## src/rtl/nn_pkg.sv

```systemverilog
// Shared types for the layer sequencer: FSM state encoding and pipeline depths.
package nn_pkg;

  typedef enum logic [2:0] {
    ST_IDLE,
    ST_CLEAR,
    ST_ISSUE,
    ST_DRAIN1,
    ST_DRAIN2,
    ST_READ,
    ST_CAPTURE,
    ST_DONE
  } seq_state_e;

  // Cycles after the last ISSUE before the MAC holds the final sum, and
  // cycles spent with oe high before the sum is sampled.
  localparam int unsigned DRAIN_DEPTH = 2;
  localparam int unsigned READ_DEPTH  = 2;

endpackage

```

## src/rtl/mac_operand_pipe.sv

```systemverilog
// Turns memory read data into MAC operands: the issue strobe is delayed to
// line up with read data, and operands are forced to zero when not valid.
module mac_operand_pipe #(
  parameter int N = 8
) (
  input  logic         clk,
  input  logic         reset,
  input  logic         issue,
  input  logic [N-1:0] in_data,
  input  logic [N-1:0] w_data,
  output logic [N-1:0] mac_in,
  output logic [N-1:0] mac_weight
);

  logic         valid_q;
  logic [N-1:0] mac_in_q;
  logic [N-1:0] mac_weight_q;

  always_ff @(posedge clk) begin
    if (reset) begin
      valid_q      <= 1'b0;
      mac_in_q     <= '0;
      mac_weight_q <= '0;
    end else begin
      valid_q      <= issue;
      // Zero operands keep the always-accumulating MAC unchanged.
      mac_in_q     <= valid_q ? in_data : '0;
      mac_weight_q <= valid_q ? w_data  : '0;
    end
  end

  assign mac_in     = mac_in_q;
  assign mac_weight = mac_weight_q;

endmodule

```

## src/rtl/mac_layer_sequencer.sv

```systemverilog
// Sequences one fully connected layer through a single MAC_Core, one neuron
// at a time, and emits each neuron sum with its index.
module mac_layer_sequencer
  import nn_pkg::*;
#(
  parameter int N       = 8,
  parameter int MAX_IN  = 16,
  parameter int MAX_NEU = 16,
  parameter int IAW     = $clog2(MAX_IN),
  parameter int NAW     = $clog2(MAX_NEU)
) (
  input  logic               clk,
  input  logic               reset,
  input  logic               start,
  input  logic [IAW:0]       n_inputs,
  input  logic [NAW:0]       n_neurons,
  output logic               busy,
  output logic               done,
  output logic [IAW-1:0]     in_addr,
  input  logic [N-1:0]       in_data,
  output logic [NAW+IAW-1:0] w_addr,
  input  logic [N-1:0]       w_data,
  output logic [N-1:0]       mac_weight,
  output logic [N-1:0]       mac_in,
  output logic               mac_clear,
  output logic               mac_oe,
  input  logic [N-1:0]       mac_out,
  output logic               result_valid,
  output logic [NAW-1:0]     result_idx,
  output logic [N-1:0]       result_data,
  output logic [2:0]         dbg_state
);

  seq_state_e         state_q, state_d;
  logic [IAW-1:0]     k_q, k_d;
  logic [NAW-1:0]     neuron_q, neuron_d;
  logic [IAW:0]       n_in_q, n_in_d;
  logic [NAW:0]       n_neu_q, n_neu_d;
  logic               result_valid_q;
  logic [NAW-1:0]     result_idx_q;
  logic [N-1:0]       result_data_q;
  logic               done_q;
  logic               issue;
  logic               capture;
  logic               done_set;

  always_ff @(posedge clk) begin
    if (reset) begin
      state_q        <= ST_IDLE;
      k_q            <= '0;
      neuron_q       <= '0;
      n_in_q         <= '0;
      n_neu_q        <= '0;
      result_valid_q <= 1'b0;
      result_idx_q   <= '0;
      result_data_q  <= '0;
      done_q         <= 1'b0;
    end else begin
      state_q        <= state_d;
      k_q            <= k_d;
      neuron_q       <= neuron_d;
      n_in_q         <= n_in_d;
      n_neu_q        <= n_neu_d;
      result_valid_q <= capture;
      done_q         <= done_set;
      if (capture) begin
        result_idx_q  <= neuron_q;
        result_data_q <= mac_out;
      end
    end
  end

  always_comb begin
    state_d   = state_q;
    k_d       = k_q;
    neuron_d  = neuron_q;
    n_in_d    = n_in_q;
    n_neu_d   = n_neu_q;
    mac_clear = 1'b0;
    mac_oe    = 1'b0;
    issue     = 1'b0;
    capture   = 1'b0;
    done_set  = 1'b0;
    unique case (state_q)
      ST_IDLE: begin
        if (start) begin
          n_in_d   = n_inputs;
          n_neu_d  = n_neurons;
          neuron_d = '0;
          state_d  = (n_inputs == '0 || n_neurons == '0) ? ST_DONE : ST_CLEAR;
        end
      end
      ST_CLEAR: begin
        mac_clear = 1'b1;
        k_d       = '0;
        state_d   = ST_ISSUE;
      end
      ST_ISSUE: begin
        issue = 1'b1;
        // Exit by compare so k never wraps when n_inputs equals MAX_IN.
        if ({1'b0, k_q} == n_in_q - 1'b1) state_d = ST_DRAIN1;
        else                             k_d     = k_q + 1'b1;
      end
      ST_DRAIN1: state_d = ST_DRAIN2;
      ST_DRAIN2: state_d = ST_READ;
      ST_READ: begin
        mac_oe  = 1'b1;
        state_d = ST_CAPTURE;
      end
      ST_CAPTURE: begin
        mac_oe  = 1'b1;
        capture = 1'b1;
        if ({1'b0, neuron_q} == n_neu_q - 1'b1) begin
          state_d = ST_DONE;
        end else begin
          neuron_d = neuron_q + 1'b1;
          state_d  = ST_CLEAR;
        end
      end
      ST_DONE: begin
        done_set = 1'b1;
        state_d  = ST_IDLE;
      end
      default: state_d = ST_IDLE;
    endcase
  end

  mac_operand_pipe #(.N(N)) u_pipe (
    .clk        (clk),
    .reset      (reset),
    .issue      (issue),
    .in_data    (in_data),
    .w_data     (w_data),
    .mac_in     (mac_in),
    .mac_weight (mac_weight)
  );

  assign busy         = (state_q != ST_IDLE);
  assign done         = done_q;
  assign in_addr      = issue ? k_q : '0;
  assign w_addr       = issue ? {neuron_q, k_q} : '0;
  assign result_valid = result_valid_q;
  assign result_idx   = result_idx_q;
  assign result_data  = result_data_q;
  assign dbg_state    = state_q;

endmodule

```

## config.mk

```make
export PLATFORM = sky130hd
export DESIGN_NAME = mac_layer_sequencer
export DESIGN_NICKNAME = d
export VERILOG_FILES = /design/src/rtl/nn_pkg.sv /design/src/rtl/mac_operand_pipe.sv /design/src/rtl/mac_layer_sequencer.sv
export SDC_FILE = /design/constraint.sdc
export NUM_CORES = 1
export LEC_CHECK = 0
export ABC_AREA = 1
export BUFFER_PORTS_ARGS = -buffer_cell sky130_fd_sc_hd__buf_4
export CAP_MARGIN = 20
export CORE_UTILIZATION = 53
export DETAILED_ROUTE_END_ITERATION = 16
export HOLD_SLACK_MARGIN = 0.02
export PLACE_DENSITY = 0.87
export SLEW_MARGIN = 20
export SYNTH_ARGS = -nofsm -noshare
export SYNTH_HDL_FRONTEND = slang
export SYNTH_HIERARCHICAL = 1
export SYNTH_SLANG_ARGS = --single-unit
```

## constraint.sdc

```tcl
create_clock -name clk -period 3.5 [get_ports clk]
set_input_delay 0.7 -clock clk [delete_from_list [all_inputs] [get_ports clk]]
set_output_delay 0.7 -clock clk [all_outputs]
set_load 0.02 [all_outputs]
```

# Word level (Yosys, flattened, before mapping)
# Cells that the tools add are included.
[op_classes] addsub=4 n_eq_ne=13 mux=17 bitwise=1 n_reduce_logical=13
[op_table] op="$pmux W3 S8" count=1
[op_table] op="$mux W4" count=4
[op_table] op="$pmux W4 S2" count=2
[op_table] op="$eq A3 B3 Y1 const B" count=4
[op_table] op="$mux W3" count=4
[op_table] op="$eq A4 B5 Y1" count=2
[op_table] op="$logic_not A5 Y1" count=2
[op_table] op="$sub A5 B1 Y5 const B" count=2
[op_table] op="$add A4 B1 Y4 const B" count=2
[op_table] op="$mux W8" count=1
[op_table] op="$ne A2 B2 Y1 const B" count=4
[op_table] op="$eq A3 B2 Y1 const B" count=2
[op_table] op="$reduce_and A2 Y1" count=3
[op_table] op="$mux W1" count=5
[op_table] op="$reduce_bool A2 Y1" count=2
[op_table] op="$reduce_or A2 Y1" count=2
[op_table] op="$eq A3 B1 Y1 const B" count=1
[op_table] op="$logic_not A3 Y1" count=1
[op_table] op="$reduce_and A3 Y1" count=1
[op_table] op="$reduce_bool A3 Y1" count=1
[op_table] op="$logic_or A1 B1 Y1" count=1
[op_table] op="$not A1 Y1" count=1
[word_totals] regBits=52 out_inout_bits=48 wordCells=60

# Logic depth before layout (Yosys ltp)
# Gate-level depths: netlist of run 1.
[depth] depth_word=5 ltp_mapped=14

# By module
# The synthesis of run 1 kept the hierarchy.
[modules_own_cells] mod="mac_layer_sequencer" instances=1 cells_per_inst=277 area_each_um2=1815.5 seq_area_each_um2=700.7
[modules_own_cells] mod="mac_operand_pipe" instances=1 cells_per_inst=54 area_each_um2=528.0 seq_area_each_um2=340.3

# Worst setup path after synthesis of run 1
# OpenSTA, ideal clock, no wires.
[synth_timing] path_type="reg-to-output" from="reg state_q[0] (netlist: dbg_state[0])" to="out w_addr[1]" t_arrival_ns=1.383 setup_slack_ns=1.417 stages_incl_launch_ff=6 path_cell_list="dfxtp_1 nor2_1 nand2_1 buf_2 nor2_1 buf_4"
[synth_via] elab_chain_cells=3
[synth_rtl] element="start, declared" line="mac_layer_sequencer.sv:34" source="seq_state_e state_q, state_d;"
[synth_rtl] element="start signal, assigned" line="mac_layer_sequencer.sv:59" source="state_q <= state_d;"
[synth_rtl] element="$eq A3 B2 Y1" line="mac_layer_sequencer.sv:84" source="unique case (state_q)"
[synth_rtl] element="$mux W1" line="mac_layer_sequencer.sv:84"
[synth_rtl] element="$mux W8" line="mac_layer_sequencer.sv:141" source="assign w_addr = issue ? {neuron_q, k_q} : '0;"
[synth_rtl] element="end, declared" line="mac_layer_sequencer.sv:21" source="output logic [NAW+IAW-1:0] w_addr,"
# Every way passes these cells.

# Final worst setup path of run 1
[layout_timing] from="reg state_q[2] (netlist: dbg_state[2])" to="out mac_oe"
[layout_via] elab_chain_cells=3 elab_cells_between_ends=4
[layout_rtl] element="$eq A3 B3 Y1" line="mac_layer_sequencer.sv:84"
[layout_rtl] element="$reduce_or A2 Y1 (no line) (*)"
[layout_rtl] element="$mux W1 (*)" line="mac_layer_sequencer.sv:84"
[layout_rtl] element="end, declared" line="mac_layer_sequencer.sv:26" source="output logic mac_oe,"
# Mark *: on every way between the ends. The rest lies on a longest branch, timed or not.

==> results of run 1 <==
[state kept, by name (all words and copies together), names as in the netlist]
register / flops
u_pipe/valid_q: 1
k_q: 4
result_data: 8
neuron_q: 4
dbg_state: 3
result_idx: 4
u_pipe/mac_weight: 8
result_valid: 1
n_neu_q: 5
u_pipe/mac_in: 8
n_in_q: 5
done: 1
[worst max-delay path, delay by kind of cell (launching register included)]
kind            cells  cell delay [ns]
compound gates      1             0.19
buf+inv             3             0.54
flops               1             0.44
simple gates        1             0.58
[cell type report]
class	count	area share (%)
inverters	50	6.13
flip-flops and latches	52	34.0
clock inverters	2	1.14
repair buffers	84	20.6
well taps	50	2.04
multi-input cells	216	33.7
clock buffers	6	2.37
[power groups by stage]
| stage | sequential [mW] | clock (mW) | combinational, mW |
|---|---|---|---|
| global route | 0.707 | 0.435 | 0.573 |
| floorplan | 0.728 | 0 | 0.331 |
| CTS | 0.698 | 0.412 | 0.504 |
| global placement | 0.709 | 0 | 0.486 |
| detailed placement | 0.712 | 0 | 0.501 |
| finish | 0.698 | 0.407 | 0.505 |
[logic make-up after synthesis]
kind of cell / Yosys count / synth area share [%]
buffers and inverters: 63 / 11.5
adders and majority gates: 4 / 2.14
AOI/OAI and AO/OA: 42 / 8.97
DFF: 52 / 44.4
xor gates and xnor gates: 5 / 1.87
and+or+nand+nor: 165 / 31.1
[worst max-delay path by stage]
| stage | from | end | depth (start not counted) |
|---|---|---|---|
| after floorplan | dbg_state[0]$_SDFFE_PP0P_ | w_addr[1] | 5 |
| after global placement | dbg_state[2]$_SDFFE_PP0P_ | mac_oe | 5 |
| after detailed placement | dbg_state[2]$_SDFFE_PP0P_ | mac_oe | 5 |
| after CTS | dbg_state[2]$_SDFFE_PP0P_ | mac_oe | 5 |
| after global routing | dbg_state[2]$_SDFFE_PP0P_ | mac_oe | 5 |
| final | dbg_state[2]$_SDFFE_PP0P_ | mac_oe | 5 |
[cell usage in the layout (no fill, tap or decap)]
| master | netlist | layout |
|---|---|---|
| buf_4 | 4 | 84 |
| nor2_1 | 62 | 62 |
| nand2_1 | 56 | 56 |
| dfxtp_1 | 52 | 52 |
| inv_1 | 46 | 46 |
| nand3_1 | 23 | 23 |
| o21ai_0 | 22 | 22 |
| a21oi_1 | 20 | 20 |
| nor2_2 | 10 | 10 |
| clkbuf_8 | 0 | 5 |
| inv_2 | 4 | 4 |
| nand2_2 | 4 | 4 |
| ha_1 | 4 | 4 |
| xnor2_1 | 3 | 3 |
| nor3_1 | 3 | 3 |
| nand2_4 | 2 | 2 |
| xor2_1 | 2 | 2 |
| nor3_4 | 1 | 1 |
| nor4_1 | 1 | 1 |
| nand4_1 | 1 | 1 |
| or2_2 | 1 | 1 |
| bufinv_16 | 0 | 1 |
| clkbuf_1 | 3 | 1 |
| clkinv_2 | 0 | 1 |
| nor2_4 | 1 | 1 |
[metal layers]
metal	global-route usage [%]	vias up	wire length, µm
met4	7.03	0	70
met3	7.24	11	375
li1	-	1167	-
met5	0	-	0
met1	27.0	1010	2330
met2	44.4	87	2620
==> flow_summary.toml, run 1 <==
[run_status]
outcome = "completed"

[power]
finalPower_mw = 1.61
p_seq_share_pct = 43.4
combPwrFrac_pct = 31.4
p_int_mw = 1.05
switching_share_pct = 34.8
p_per_area_mw_per_mm2 = 526
clkPwrFrac_pct = 25.3
leakagePower_nw = 1.56
power_switching_mw = 0.560
vdd.ir_drop.worst_mv = 0.323

[global_routing]
overflow = 0
grt_antenna_before_repair = 0
grt_pass1_vias = 2079
grtUsageTotal_pct = 24.3
grt_max_degree = 25
grt_pass1_wl_mm = 8.58

[worst_setup_path]
path_cells = "inv_2 > nor3_4 > inv_2 > o21ai_0 > buf_4"
crit_slowest_cell = "nor3_4"
critical_path_peak_fanout = 19
critical_path_required_ns = 2.80
cp-start-kind = "flip-flop"
cp-end-kind = "primary output"
rrSetupSlack_ns = 1.72
r2r_cells = 6
r2r-end = "neuron_q[3]$_SDFFE_PP0P_"
cp_common_cell = "inv_2"
r2r_start = "dbg_state[2]$_SDFFE_PP0P_"
cpPeakStageDelay_ns = 0.58
worst_ep_arrival_time_ns = 2.04
critPathKind = "flip-flop to primary output"

[final_layout]
final_cells = 460
area_delta_synth_final_pct = 30.7
fin_util_pct = 74.4
drive_above_1_share_pct = 27.8
n_antenna_cell = 0
register_area_mm2 = 0.00104
finalInstanceArea_mm2 = 0.00306
multi_input_area_mm2 = 0.00103
fillers = 336
nets = 450

[yosys]
yosys.cell_count.top_type = "nor2_1"
synth_edf_count = 0
ys_warn_count = 6
synth-seq-area-share_pct = 44.4
post-synth-top-area-cell = "dfxtp_1"
ys_types = 24
synthTopCellsByArea = "dfxtp_1 (44%), nor2_1 (9.9%), nand2_1 (9.0%), inv_1 (7.4%), nand3_1 (4.9%)"
ys_ff_latch = 52
synthCells = 331
yosysTopAreaCellShare_pct = 44.4
synth_area_mm2 = 0.00234
synth_area_per_cell_um2 = 7.08
synthesis.nets = 372
synth_ff_type = "dfxtp_1"
synth.top_cells.by_count = "nor2_1 (62), nand2_1 (56), dfxtp_1 (52)"
async_reset_ff_share_pct = 0

[detailed_routing]
drtIter0Drc = 109
drc = 0
wire_per_inst_um = 11.7
ant_nets = 0
vias_per_cell = 4.95
routed_wirelength_mm = 5.39
dr.pass1.iters = 4
num_vias = 2275

[timing]
maxSlewHeadroom_pct = 54.6
worstMarginPinSlew_ns = 0.679
fin_worst_skew_ns = 0.00534
fin_hold_ws_ns = 0.495
finalHoldViolCount = 0
rsz0062_at_grt = "no"
fmax_mhz = 365
timing.final.ws_setup_ns = 0.757
fin_crit_sh_pct = 78.4
slew_violations = 0
setup_viol = 0
fin_setup_tns_ns = 0
period_needed_ns = 2.74

[placement]
io_buffer_count = 84
hpwl_mm = 4.03
pre_cts_ws_ns = 1.12
dpl_cell_area_mm2 = 0.00296
place.gp.congestion = 0.766
placed_cells = 452

[worst_hold_path]
hold_end = "n_neu_q[4]$_SDFFE_PP0P_"
hp-class = "flip-flop to flip-flop"
min_from = "n_neu_q[4]$_SDFFE_PP0P_"
worstHoldPathCells = 2

[die]
core_mm2 = 0.00412
start_util_pct = 56.9
row_count = 23
dieHeight_um = 68.5
io_pins = 85
die_area_mm2 = 0.00469
fp.dieW_um = 68.5

[clock_tree]
cts.path.max_buffers = 2
htree_levels = 2
post_cts_buffers = 0
cts.repair.resized = 0
root_buffer = "clkbuf_8"
clk_latency_ns = 0.30
cts_inserted_buffers = 5
path_clk_slew_ns = 0.09
clkSinkCount = 52
postCtsHoldBufs = 0
cts_tree = "done"

[job]
maxCapViolCount = 0
No activity file was read; power rests on OpenSTA's default activity.
==> run 2: changes to the inputs <==
- ABC_AREA: 1 -> 0
- CORE_UTILIZATION: 53 -> 44
- PLACE_DENSITY: 0.87 -> 0.78
- clock period: 3.5 -> 2.21 ns (I/O delays scaled with it)
==> run 2 against run 1 <==
Against the previous run:
- power up 43%
- largest cell class is now multi-input gates
- worst setup slack worse by 0.56 ns
- global-route usage down 6.0 points
- hold slack worse by 0.12 ns
- via count down 14%
- core utilization down 12 points
- first-iteration DRC count down 31%
==> flow_summary.toml, run 2 <==
[worst_hold_path]
hp-class = "input pin to flip-flop"

[worst_setup_path]
cp-start-kind = "flip-flop"
critPathKind = "flip-flop to flip-flop"
critical_path_peak_fanout = 9
rrSetupSlack_ns = 0.20
worst_ep_arrival_time_ns = 2.25
critical_path_required_ns = 2.44
cp-end-kind = "flip-flop"

[placement]
io_buffer_count = 84
hpwl_mm = 3.53
dpl_cell_area_mm2 = 0.00291
place.gp.congestion = 0.785

[yosys]
synthTopCellsByArea = "dfxtp_1 (46%), nand2_1 (8.8%), a21oi_1 (5.8%), and3b_1 (4.6%), xor2_1 (2.7%)"
yosysTopAreaCellShare_pct = 46.0
synth-seq-area-share_pct = 46.0
synthCells = 255
yosys.cell_count.top_type = "nand2_1"
synthesis.nets = 296
ys_warn_count = 6
synth_area_per_cell_um2 = 8.87
synth_area_mm2 = 0.00226
async_reset_ff_share_pct = 0
synth_edf_count = 0
synth.top_cells.by_count = "nand2_1 (53), dfxtp_1 (52), a21oi_1 (26)"
ys_ff_latch = 52
synth_ff_type = "dfxtp_1"
ys_types = 43
post-synth-top-area-cell = "dfxtp_1"

[detailed_routing]
num_vias = 1947
vias_per_cell = 4.88
drtIter0Drc = 75
ant_nets = 0
wire_per_inst_um = 12.2
dr.pass1.iters = 4
drc = 0
routed_wirelength_mm = 4.87

[final_layout]
nets = 373
mostFrequentLayoutCells = "buf_4 (87), nand2_1 (53), dfxtp_1 (52)"
n_antenna_cell = 0
finalInstanceArea_mm2 = 0.00300
fillers = 430
area_delta_synth_final_pct = 32.8
final_common_cell = "buf_4"
drive_above_1_share_pct = 31.9

[global_routing]
grt_antenna_before_repair = 0
overflow = 0
grt_pass1_vias = 1770
grt_max_degree = 50
grt_pass1_wl_mm = 7.62
grtUsageTotal_pct = 18.3

[timing]
fmax_mhz = 497
fin_setup_tns_ns = 0
slew_violations = 0
maxSlewHeadroom_pct = 66.0
fin_hold_ws_ns = 0.379
finalHoldViolCount = 0
worstMarginPinSlew_ns = 0.508
rsz0062_at_grt = "no"
fin_worst_skew_ns = 0.00568
setup_viol = 0
period_needed_ns = 2.01
fin_crit_sh_pct = 91.1

[die]
io_pins = 85
row_count = 25
dieHeight_um = 73.7
start_util_pct = 46.7
die_area_mm2 = 0.00543
core_mm2 = 0.00485
fp.dieW_um = 73.7

[power]
leakagePower_nw = 1.35
p_per_area_mw_per_mm2 = 768
vdd.ir_drop.worst_mv = 0.504

[run_status]
outcome = "completed"

[clock_tree]
cts_inserted_buffers = 5
root_buffer = "clkbuf_8"
postCtsHoldBufs = 0
cts.path.max_buffers = 2
post_cts_buffers = 0
htree_levels = 2
path_clk_slew_ns = 0.09
cts_tree = "done"
clkSinkCount = 52
clk_latency_ns = 0.30
cts.repair.resized = 0

[job]
maxCapViolCount = 0
[run 2: changes by cell type after synthesis, moves of 6 or more]
| cell | delta |
|---|---|
| nand3_1 | -19 |
| inv_1 | -38 |
| and3b_1 | +12 |
| nor2_2 | -10 |
| and2_1 | +9 |
| a21oi_1 | +6 |
| o21ai_0 | -18 |
| nor2_1 | -53 |
[run 2: path summary, 6_finish.rpt]
kind	endpoint	depth (start not counted)	start
min	result_data[7]$_SDFFE_PP0P_	3	mac_out[7]
max	k_q[3]$_SDFFE_PP0P_	7	n_in_q[0]$_SDFFE_PP0P_
max reg2reg	k_q[3]$_SDFFE_PP0P_	7	n_in_q[0]$_SDFFE_PP0P_
min reg2reg	result_data[7]$_SDFFE_PP0P_	2	result_data[7]$_SDFFE_PP0P_
[run 2: cell type report]
cell class / instances / area, µm² / share of cell area [%]
Multi-Input combinational cell: 178 / 1100 / 36.6
Clock buffer: 7 / 96.3 / 3.21
Tap cell: 67 / 83.8 / 2.79
Sequential cell: 52 / 1040 / 34.7
Timing Repair Buffer: 87 / 653 / 21.7
Inverter: 8 / 30.0 / 1.00
[run 2: routing by layer]
metal | GRT usage [%] | vias to the layer above | routed length, µm
li1 | - | 1009 | -
met1 | 21.3 | 870 | 2050
met2 | 31.3 | 58 | 2450
met3 | 4.66 | 10 | 266
met4 | 8.55 | 0 | 108
met5 | 0 | - | 0
[run 2: cells by family (layout without fill, tap and decap cells)]
family          Yosys count  in the layout  share of synthesized area, %
simple gates            115            115                          28.2
fa+ha+maj                 4              4                          2.21
xor+xnor                 13             13                          5.03
buf+inv                  25            102                          5.37
mux                       1              1                         0.442
flops                    52             52                          46.0
compound gates           45             45                          12.7
[run 2: power by group]
group	total, mW	switching [mW]	internal (mW)
Sequential	1.10	0.100	1.00
Clock	0.568	0.289	0.279
Combinational	0.635	0.343	0.293
[run 2: critical path, stage by stage, from the launching register on]
cell and delay (ns):
dfxtp_1 0.41, inv_1 0.07, ha_1 0.23, nor3b_2 0.16
xor2_1 0.17, o41ai_4 0.57, o21ai_0 0.17, a21boi_1 0.16
[run 2: metrics by stage]
step	power, mW	utilization, %	setup WS, ns	cells
floorplan	1.54	-	0.152	255
global placement	1.75	60.0	0.296	392
detailed placement	1.76	60.0	0.233	392
CTS	2.33	62.0	0.200	399
global route	2.44	62.0	0.0103	399
finish	2.31	62.0	0.197	399
==> run 3: changes to the inputs <==
==> constraint.sdc (replaced) <==
create_clock -name clk -period 2.21 [get_ports clk]
set_input_delay 0 -clock clk [delete_from_list [all_inputs] [get_ports clk]]
set_output_delay 0 -clock clk [all_outputs]
set_load 0.02 [all_outputs]
==> run 3 against run 2 <==
Against the previous run:
- count of clock-buffer cells in the layout shrank 2
- cell area grew 13%
- clock skew is essentially flat
- non-clock buffer count grew 36
- critical path type unchanged
- largest power group unchanged
- highest routed layer unchanged
==> flow_summary.toml, run 3 (synthesis gave the netlist of run 2 again) <==
[die]
io_pins = 85
dieHeight_um = 73.7
fp.dieW_um = 73.7
core_mm2 = 0.00485
die_area_mm2 = 0.00543
start_util_pct = 46.7
row_count = 25

[worst_setup_path]
critPathKind = "flip-flop to flip-flop"
rrSetupSlack_ns = 0.24
worst_ep_arrival_time_ns = 2.18
r2r_start = "n_neu_q[0]$_SDFFE_PP0P_"
critical_path_peak_fanout = 4
r2r-end = "neuron_q[1]$_SDFFE_PP0P_"
cp-start-kind = "flip-flop"
r2r_cells = 7
critical_path_required_ns = 2.42
cp-end-kind = "flip-flop"

[global_routing]
grt_pass1_vias = 2049
grt_antenna_before_repair = 0
grt_pass1_wl_mm = 9.08
overflow = 0
grtUsageTotal_pct = 21.9
grt_max_degree = 50

[final_layout]
nets = 409
mostFrequentLayoutCells = "buf_4 (88), nand2_1 (53), dfxtp_1 (52)"
finalInstanceArea_mm2 = 0.00339
drive_above_1_share_pct = 29.1
n_antenna_cell = 0
area_delta_synth_final_pct = 50.1
final_common_cell = "buf_4"

[run_status]
outcome = "completed"

[timing]
fin_worst_skew_ns = 0.00585
fin_crit_sh_pct = 89.3
fin_setup_tns_ns = 0
worstMarginPinSlew_ns = 0.524
setup_viol = 0
fmax_mhz = 507
slew_violations = 0
finalHoldViolCount = 0
rsz0062_at_grt = "no"
period_needed_ns = 1.97
maxSlewHeadroom_pct = 65.0

[detailed_routing]
ant_nets = 0
drc = 0
num_vias = 2143
wire_per_inst_um = 13.2
dr.pass1.iters = 4
routed_wirelength_mm = 5.73
drtIter0Drc = 88
vias_per_cell = 4.93

[placement]
dpl_cell_area_mm2 = 0.00292
hpwl_mm = 3.70
place.gp.congestion = 0.795
io_buffer_count = 84

[worst_hold_path]
hp-class = "input pin to flip-flop"
worstHoldPathCells = 2
min_from = "reset"
hold_end = "u_pipe/valid_q$_SDFF_PP0_"

[power]
clkPwrFrac_pct = 29.2
p_seq_share_pct = 43.5
combPwrFrac_pct = 27.3
leakagePower_nw = 1.52
p_per_area_mw_per_mm2 = 747
vdd.ir_drop.worst_mv = 0.496
power_switching_mw = 0.754
p_int_mw = 1.78
switching_share_pct = 29.7

[clock_tree]
cts_tree = "done"
path_clk_slew_ns = 0.09
post_cts_buffers = 0
clkSinkCount = 52
cts.path.max_buffers = 2
cts_inserted_buffers = 5
clk_latency_ns = 0.30
root_buffer = "clkbuf_8"
htree_levels = 2

[job]
maxCapViolCount = 0
## run 3: worst max-delay path by stage
| stage | from | endpoint | slack, ns | cells past startpoint |
|---|---|---|---|---|
| 2_1_floorplan | n_neu_q[0]$_SDFFE_PP0P_ | neuron_q[1]$_SDFFE_PP0P_ | 0.38 | 7 |
| 3_3_place_gp | n_neu_q[0]$_SDFFE_PP0P_ | neuron_q[1]$_SDFFE_PP0P_ | 0.31 | 7 |
| 3_5_place_dp | n_neu_q[0]$_SDFFE_PP0P_ | neuron_q[1]$_SDFFE_PP0P_ | 0.25 | 7 |
| 4_1_cts | n_neu_q[0]$_SDFFE_PP0P_ | neuron_q[1]$_SDFFE_PP0P_ | 0.24 | 7 |
| 5_1_grt | n_neu_q[0]$_SDFFE_PP0P_ | neuron_q[1]$_SDFFE_PP0P_ | 0.06 | 7 |
| 6_report | n_neu_q[0]$_SDFFE_PP0P_ | neuron_q[1]$_SDFFE_PP0P_ | 0.24 | 7 |
## run 3: what timing repair did
action                    in CTS  in global routing
hold buffers                  35                  0
hold endpoints to repair      35                  0
gates resized for setup        0                  0
## run 3: layer usage
layer	wire (µm)	part of all wire [%]	GRT usage (%)
met1	2280	40	23.7
met3	220	3.8	4.25
met2	3130	55	41.0
met4	99	1.7	9.62
met5	0	0	0
## run 3: layout make-up
type / instances / area, µm²
well taps: 67 / 83.8
repair buffers: 123 / 1010
inverters: 8 / 30.0
fillers: 386 / 1450
flip-flops and latches: 52 / 1040
clock inverters: 2 / 60.1
clock buffers: 5 / 68.8
multi-input cells: 178 / 1100
## run 3: power groups by stage
stage / combinational [mW] / clock (mW) / sequential (mW)
2_1_floorplan: 0.429 / 0 / 1.11
3_3_place_gp: 0.630 / 0 / 1.12
3_5_place_dp: 0.639 / 0 / 1.13
4_1_cts: 0.691 / 0.759 / 1.10
5_1_grt: 0.765 / 0.787 / 1.12
6_report: 0.693 / 0.739 / 1.10
## run 3: worst max-delay path, cell delays in order, from the launching register on
cell and delay [ns]:
dfxtp_1 0.39, inv_1 0.06, ha_1 0.24, xor2_1 0.15, o32a_1 0.30, a211oi_1 0.39, nor2_1 0.11, a31o_2 0.25
## run 3: through the flow
step	hold slack, ns	setup slack (ns)	std cells	util [%]	total power, mW
2_1_floorplan	0.136	0.380	255	-	1.54
3_3_place_gp	0.245	0.309	393	60.1	1.75
3_5_place_dp	0.249	0.246	393	60.1	1.76
4_1_cts	0.128	0.239	435	70.0	2.55
5_1_grt	0.147	0.0646	435	70.0	2.67
6_report	0.136	0.236	435	70.0	2.54
